===== config.mk =====
export PLATFORM = sky130hd
export DESIGN_NAME = bitstream_refill_ctrl_flat
export DESIGN_NICKNAME = d
export VERILOG_FILES = /design/src/rtl/bitstream_refill_ctrl_if.sv /design/src/rtl/bitstream_refill_ctrl.sv /design/src/flat_wrapper.sv
export SDC_FILE = /design/constraint.sdc
export NUM_CORES = 1
export LEC_CHECK = 0
export BUFFER_PORTS_ARGS = -buffer_cell sky130_fd_sc_hd__buf_2
export CAP_MARGIN = 20
export CORE_ASPECT_RATIO = 1.5
export CORE_UTILIZATION = 38
export CTS_BUF_LIST = sky130_fd_sc_hd__clkbuf_2
export DETAILED_ROUTE_END_ITERATION = 8
export HOLD_SLACK_MARGIN = 0.03
export PLACE_DENSITY = 0.67
export SETUP_SLACK_MARGIN = 0.1
export SYNTH_ARGS = -nofsm -noshare
export SYNTH_HDL_FRONTEND = slang
export SYNTH_SLANG_ARGS = --single-unit

===== constraint.sdc =====
create_clock -name clk -period 2.1 [get_ports clk]
set_input_delay 0 -clock clk [delete_from_list [all_inputs] [get_ports clk]]
set_output_delay 0 -clock clk [all_outputs]
set_load 0.01 [all_outputs]

===== src/rtl/bitstream_refill_ctrl_if.sv =====
`default_nettype none
// ============================================================================
//  Module   : bitstream_refill_ctrl_if
//  Brief    : External memory read request/acknowledge bus for the refill ctrl
//  Revision : 1.0
// ============================================================================
interface bitstream_refill_ctrl_if #(
    parameter int ADDR_W = 20
) ();
    logic              mem_req;
    logic [ADDR_W-1:0] mem_addr;
    logic              mem_ack;
    logic [31:0]       mem_rdata;

    modport master (
        output mem_req,
        output mem_addr,
        input  mem_ack,
        input  mem_rdata
    );

    modport slave (
        input  mem_req,
        input  mem_addr,
        output mem_ack,
        output mem_rdata
    );
endinterface
`default_nettype wire


===== src/rtl/bitstream_refill_ctrl.sv =====
`default_nettype none
// ============================================================================
//  Module   : bitstream_refill_ctrl
//  Brief    : Refills the 4 x 32-bit circular bitstream window as the parser
//             bit pointer crosses slot boundaries; flags when enough bits remain.
//  Revision : 1.0
// ============================================================================
module bitstream_refill_ctrl #(
    parameter int ADDR_W   = 20,
    parameter int MIN_BITS = 32
) (
    input  logic                     clk,
    input  logic                     reset,
    input  logic                     start,
    input  logic [ADDR_W-1:0]        start_addr,
    input  logic [6:0]               pc,
    bitstream_refill_ctrl_if.master  mem,
    output logic                     buf_we,
    output logic [1:0]               buf_waddr,
    output logic [31:0]              buf_wdata,
    output logic                     bits_ready,
    output logic [2:0]               valid_words,
    output logic                     busy
);

    localparam logic [1:0] c_idle     = 2'd0;
    localparam logic [1:0] c_fetch    = 2'd1;
    localparam logic [1:0] c_full     = 2'd2;
    localparam logic [7:0] c_min_bits = 8'(MIN_BITS);

    logic [1:0]        r_state;
    logic [1:0]        w_state_nxt;
    logic              r_mem_req;
    logic              w_mem_req_nxt;
    logic [ADDR_W-1:0] r_mem_addr;
    logic [1:0]        r_wr_ptr;
    logic [2:0]        r_valid_words;
    logic [2:0]        w_valid_words_nxt;
    logic              r_bits_ready;
    logic              w_bits_ready_nxt;
    logic [1:0]        r_pc_slot_d;
    logic              w_consume;
    logic              w_ack;
    logic [7:0]        w_avail;

    // Reset and restart both take priority over an acknowledge in the same cycle.
    assign w_ack     = !reset && !start && r_mem_req && mem.mem_ack && (r_state == c_fetch);
    assign w_consume = (r_state != c_idle) && (pc[6:5] != r_pc_slot_d);

    always_comb begin
        w_state_nxt       = r_state;
        w_valid_words_nxt = r_valid_words;
        w_mem_req_nxt     = 1'b0;
        w_avail           = 8'd0;
        w_bits_ready_nxt  = 1'b0;

        if (w_ack && !w_consume) begin
            w_valid_words_nxt = r_valid_words + 3'd1;
        end else if (!w_ack && w_consume && (r_valid_words != 3'd0)) begin
            w_valid_words_nxt = r_valid_words - 3'd1;
        end

        case (r_state)
            c_idle:  w_state_nxt = c_idle;
            c_fetch: if (w_valid_words_nxt == 3'd4) w_state_nxt = c_full;
            c_full:  if (w_consume) w_state_nxt = c_fetch;
            default: w_state_nxt = c_idle;
        endcase

        if (start) begin
            w_state_nxt       = c_fetch;
            w_valid_words_nxt = 3'd0;
        end

        // Dropping the request for one cycle after each ack paces fetches at 1 word / 2 cycles.
        w_mem_req_nxt = !start && !w_ack && (w_state_nxt == c_fetch) && (w_valid_words_nxt < 3'd4);

        if (r_valid_words != 3'd0) begin
            w_avail = {r_valid_words, 5'b00000} - {3'b000, pc[4:0]};
        end
        w_bits_ready_nxt = (w_avail >= c_min_bits);
    end

    always_ff @(posedge clk) begin
        if (reset) begin
            r_state       <= c_idle;
            r_mem_req     <= 1'b0;
            r_mem_addr    <= '0;
            r_wr_ptr      <= 2'd0;
            r_valid_words <= 3'd0;
            r_bits_ready  <= 1'b0;
            r_pc_slot_d   <= 2'd0;
        end else begin
            r_state       <= w_state_nxt;
            r_mem_req     <= w_mem_req_nxt;
            r_valid_words <= w_valid_words_nxt;
            r_bits_ready  <= w_bits_ready_nxt;
            // A new stream begins at pc 0, so the slot tracker restarts there too.
            r_pc_slot_d   <= start ? 2'd0 : pc[6:5];
            if (start) begin
                r_mem_addr <= start_addr;
                r_wr_ptr   <= 2'd0;
            end else if (w_ack) begin
                r_mem_addr <= r_mem_addr + ADDR_W'(1);
                r_wr_ptr   <= r_wr_ptr + 2'd1;
            end
        end
    end

    assign mem.mem_req  = r_mem_req;
    assign mem.mem_addr = r_mem_addr;
    assign buf_we       = w_ack;
    assign buf_waddr    = r_wr_ptr;
    assign buf_wdata    = mem.mem_rdata;
    assign bits_ready   = r_bits_ready;
    assign valid_words  = r_valid_words;
    assign busy         = (r_state != c_idle);

endmodule
`default_nettype wire


===== src/flat_wrapper.sv =====
// flat-port wrapper written by rule: the top's interface ports become plain ports
module bitstream_refill_ctrl_flat 
#(
    parameter int ADDR_W   = 20,
    parameter int MIN_BITS = 32
)
  (clk, reset, start, start_addr, pc, buf_we, buf_waddr, buf_wdata, bits_ready, valid_words, busy, mem_mem_req, mem_mem_addr, mem_mem_ack, mem_mem_rdata);
  bitstream_refill_ctrl_if #(.ADDR_W(ADDR_W)) mem_i ();
  input  logic clk;
  input  logic reset;
  input  logic start;
  input  logic [ADDR_W-1:0] start_addr;
  input  logic [6:0] pc;
  output logic buf_we;
  output logic [1:0] buf_waddr;
  output logic [31:0] buf_wdata;
  output logic bits_ready;
  output logic [2:0] valid_words;
  output logic busy;
  output wire logic [$bits(mem_i.mem_req)-1:0] mem_mem_req;
  output wire logic [$bits(mem_i.mem_addr)-1:0] mem_mem_addr;
  input wire logic [$bits(mem_i.mem_ack)-1:0] mem_mem_ack;
  input wire logic [$bits(mem_i.mem_rdata)-1:0] mem_mem_rdata;
  assign mem_mem_req = mem_i.mem_req;
  assign mem_mem_addr = mem_i.mem_addr;
  assign mem_i.mem_ack = mem_mem_ack;
  assign mem_i.mem_rdata = mem_mem_rdata;
  bitstream_refill_ctrl #(.ADDR_W(ADDR_W), .MIN_BITS(MIN_BITS)) u_core (.clk(clk), .reset(reset), .start(start), .start_addr(start_addr), .pc(pc), .mem(mem_i), .buf_we(buf_we), .buf_waddr(buf_waddr), .buf_wdata(buf_wdata), .bits_ready(bits_ready), .valid_words(valid_words), .busy(busy));
endmodule

==> out/results.txt <==
Post-Syn Area: 2110 um^2
RSZ-0062 raised after global routing: no
WL final: 5.82 mm
area leader, netlist: dfxtp_1
gr busiest metal: met2
number of global-route vias before repair: 2115
outcome: complete, no violations
Clock Power Share: 0.310
CP endpoint kind: flip-flop
Least-Margin Pin Slew: 0.491 ns
worst-path fanout max: 5
Syn Area/Cell: 8.10 um^2
ranking of synthesized cells by area: dfxtp_1 29%, buf_4 11%, ha_1 4.8%, xor2_1 4.6%, a21oi_1 4.5%
Slew Limit Fails: 0
first-iteration detailed-routing DRC count: 72
Crit path arrival time: 2.22 ns
Netlist cell types: 45
layout cells sized above 1: 0.254
synth-to-layout area growth: 41.5%
die area: 5850 um^2
worst min path class: input pin to flip-flop
met3 usage: 0.0329
I/O pin cnt: 124
met1 Resource Use GR: 0.209
count of state elements after synthesis: 31
first-pass GRT wire length: 9.45 mm
Max Cap Viol: 0
final-layout fill cell count: 488
Cell Chain, Critical Path: inv_1 > ha_4 > and3_2 > and3_1 > mux2_2 > mux2_2 > a21oi_1
peak supply drop: 249 uV
DP HPWL: 3.89 mm
Setup TNS: 0 ns
skew final: 0.0210 ns
combinational share of power: 0.216
# port buffers: 59
Static Leak: 0.00134 uW
Pre-antenna DRT Iters: 5
Syn Inst Count: 260
largest net degree at the start of global routing: 26
Worst R2R Setup Slack: 0.21 ns
cell row count: 32
initial core utilization: 0.402
commonest cells after routing, fill and taps aside: 59 x dlygate4sd3_1, 59 x buf_2, 29 x dfxtp_1
period utilization: 0.899
CTS tree: done
Root Driver: clkbuf_2
slew margin rel.: 0.669
Worst-Skew Late Latency: 0.38 ns
final setup fails: 0
CP max stage cell: dfxtp_2
Largest stage delay, worst path: 0.40 ns
Worst EP required: 2.43 ns
syn nets: 331
CTS HTree Levels: 2
post-route ant nets: 0
Async SR Flop Fraction: 0
vias per inst: 5.19
post-place setup slack: 0.115 ns
Max Root-Sink Buffers: 2
Sw Ratio: 0.289
multi-input logic area: 1200 um^2
Clk pin slew, worst setup/hold paths: 0.18 ns
CP Class: flip-flop to flip-flop
Chip Height: 93.2 um
DR WL/cell: 13.8 um
setup ws final: 0.212 ns
met2 usage: 0.398
DRC Markers: 0
net switching power: 395 uW
Yosys Warn Count: 0
Nets: 424
Post-synth EDFFs: 0
GRT Total Usage: 0.207
top_reg_cell synth: dfxtp_1
CTS Sinks: 31
Via Count: 2195
die width: 62.8 um
RD Place Congestion: 0.885
Int Power: 972 uW
FF+latch area: 623 um^2
final hold violation count: 0
Max Fclk: 530 MHz
CTS buffer count: 5
Power Density: 459 nW/um^2
minimum clock period: 1.89 ns
sequential-to-total area share from yosys stat: 0.295
Startpoint Class: flip-flop
total congestion overflow: 0
core area: 5250 um^2
sequential share of power: 0.474
CP most frequent cell: mux2_2
share of the synthesized area in the top cell type: 0.295
initial antenna violation count: 1
[timing repair]
| action | 4_1_cts | 5_1_grt |
|---|---|---|
| cloned | 0 | 0 |
| hold buffers | 59 | 0 |
| hold endpoints to repair | 54 | 0 |
| buffers inserted | 0 | 2 |
| gates resized for setup | 0 | 13 |
| setup endpoints to repair | 2 | 19 |
| pin swaps | 0 | 2 |
[cell type report]
class | count | area share
multi-input combinational | 176 | 0.404
tap | 68 | 0.0285
sequential | 31 | 0.209
clock inverter | 3 | 0.0130
clock buffer | 5 | 0.00839
antenna | 1 | 0.000839
inverter | 11 | 0.0138
timing repair buffer | 128 | 0.322
[stage by stage]
step / power (uW) / utilization / area, um^2 / hold slack [ns] / std cells
detailed placement: 841 / 0.429 / 2250 / 0.0000686 / 353
CTS: 1370 / 0.554 / 2910 / 0.0511 / 420
global placement: 838 / 0.429 / 2250 / 0.0000686 / 353
floorplan: 824 / - / 2110 / 0.0918 / 260
finish: 1370 / 0.568 / 2980 / 0.0472 / 423
global route: 1430 / 0.568 / 2980 / 0.0600 / 423
[critical path, delay by kind of cell (launching register included)]
kind / cells / cell delay [ns]
muxes: 2 / 0.57
and+or+nand+nor: 2 / 0.44
DFF: 1 / 0.40
adders and majority gates: 1 / 0.19
AOI/OAI and AO/OA: 1 / 0.13
buffers and inverters: 1 / 0.10
[flip-flops by register name (all words and copies together) (netlist names)]
name                 count
u_core.r_state           2
u_core.mem.mem_addr     20
u_core.r_pc_slot_d       2
u_core.buf_waddr         2
u_core.bits_ready        1
u_core.valid_words       3
u_core.mem.mem_req       1
[routing by layer]
metal  routed length (um)  up-vias  share of wire
li1                     -     1071              -
met1                 2120      996           0.36
met2                 3200      112           0.55
met3                  309       16          0.053
met4                  188        0          0.032
met5                    0        -              0
[path summary, 6_finish.rpt]
kind                            from                       to  cells past startpoint
max                u_core.r_state[1]        u_core.r_state[1]                      7
min                            pc[1]        u_core.bits_ready                      5
max reg2reg        u_core.r_state[1]        u_core.r_state[1]                      7
min reg2reg  u_core.mem.mem_addr[11]  u_core.mem.mem_addr[11]                      2
[power by group through the flow]
stage | Sequential [uW] | Clock (uW) | Combinational, uW
3_5_place_dp | 658 | 0 | 182
5_1_grt | 654 | 456 | 320
3_3_place_gp | 658 | 0 | 180
6_report | 648 | 424 | 295
4_1_cts | 646 | 432 | 289
2_1_floorplan | 665 | 0 | 159
[synthesized netlist by cell type, types with 2 or more instances]
cell and instances:
nand2_1 19, a21oi_1 19, ha_1 8, o21ai_0 6, inv_1 11, clkbuf_1 3, mux2i_1 9, buf_6 2
buf_4 32, nor4_1 3, buf_1 2, a2bb2oi_1 2, nand3_1 8, and3_1 6, and2_1 4, nor3_1 5
nor2_1 24, mux2_2 2, dfxtp_1 31, o211ai_1 2, a211oi_1 8, nand4_1 11, buf_2 3, xor2_1 11
xnor2_1 9
[logic make-up after synthesis]
kind of cell | Yosys count | share of synthesized area
compound gates | 49 | 0.151
xor+xnor | 20 | 0.0831
fa+ha+maj | 8 | 0.0475
buf+inv | 53 | 0.160
flops | 31 | 0.295
mux | 11 | 0.0534
simple gates | 88 | 0.210
No activity file was read; power rests on OpenSTA's default activity.
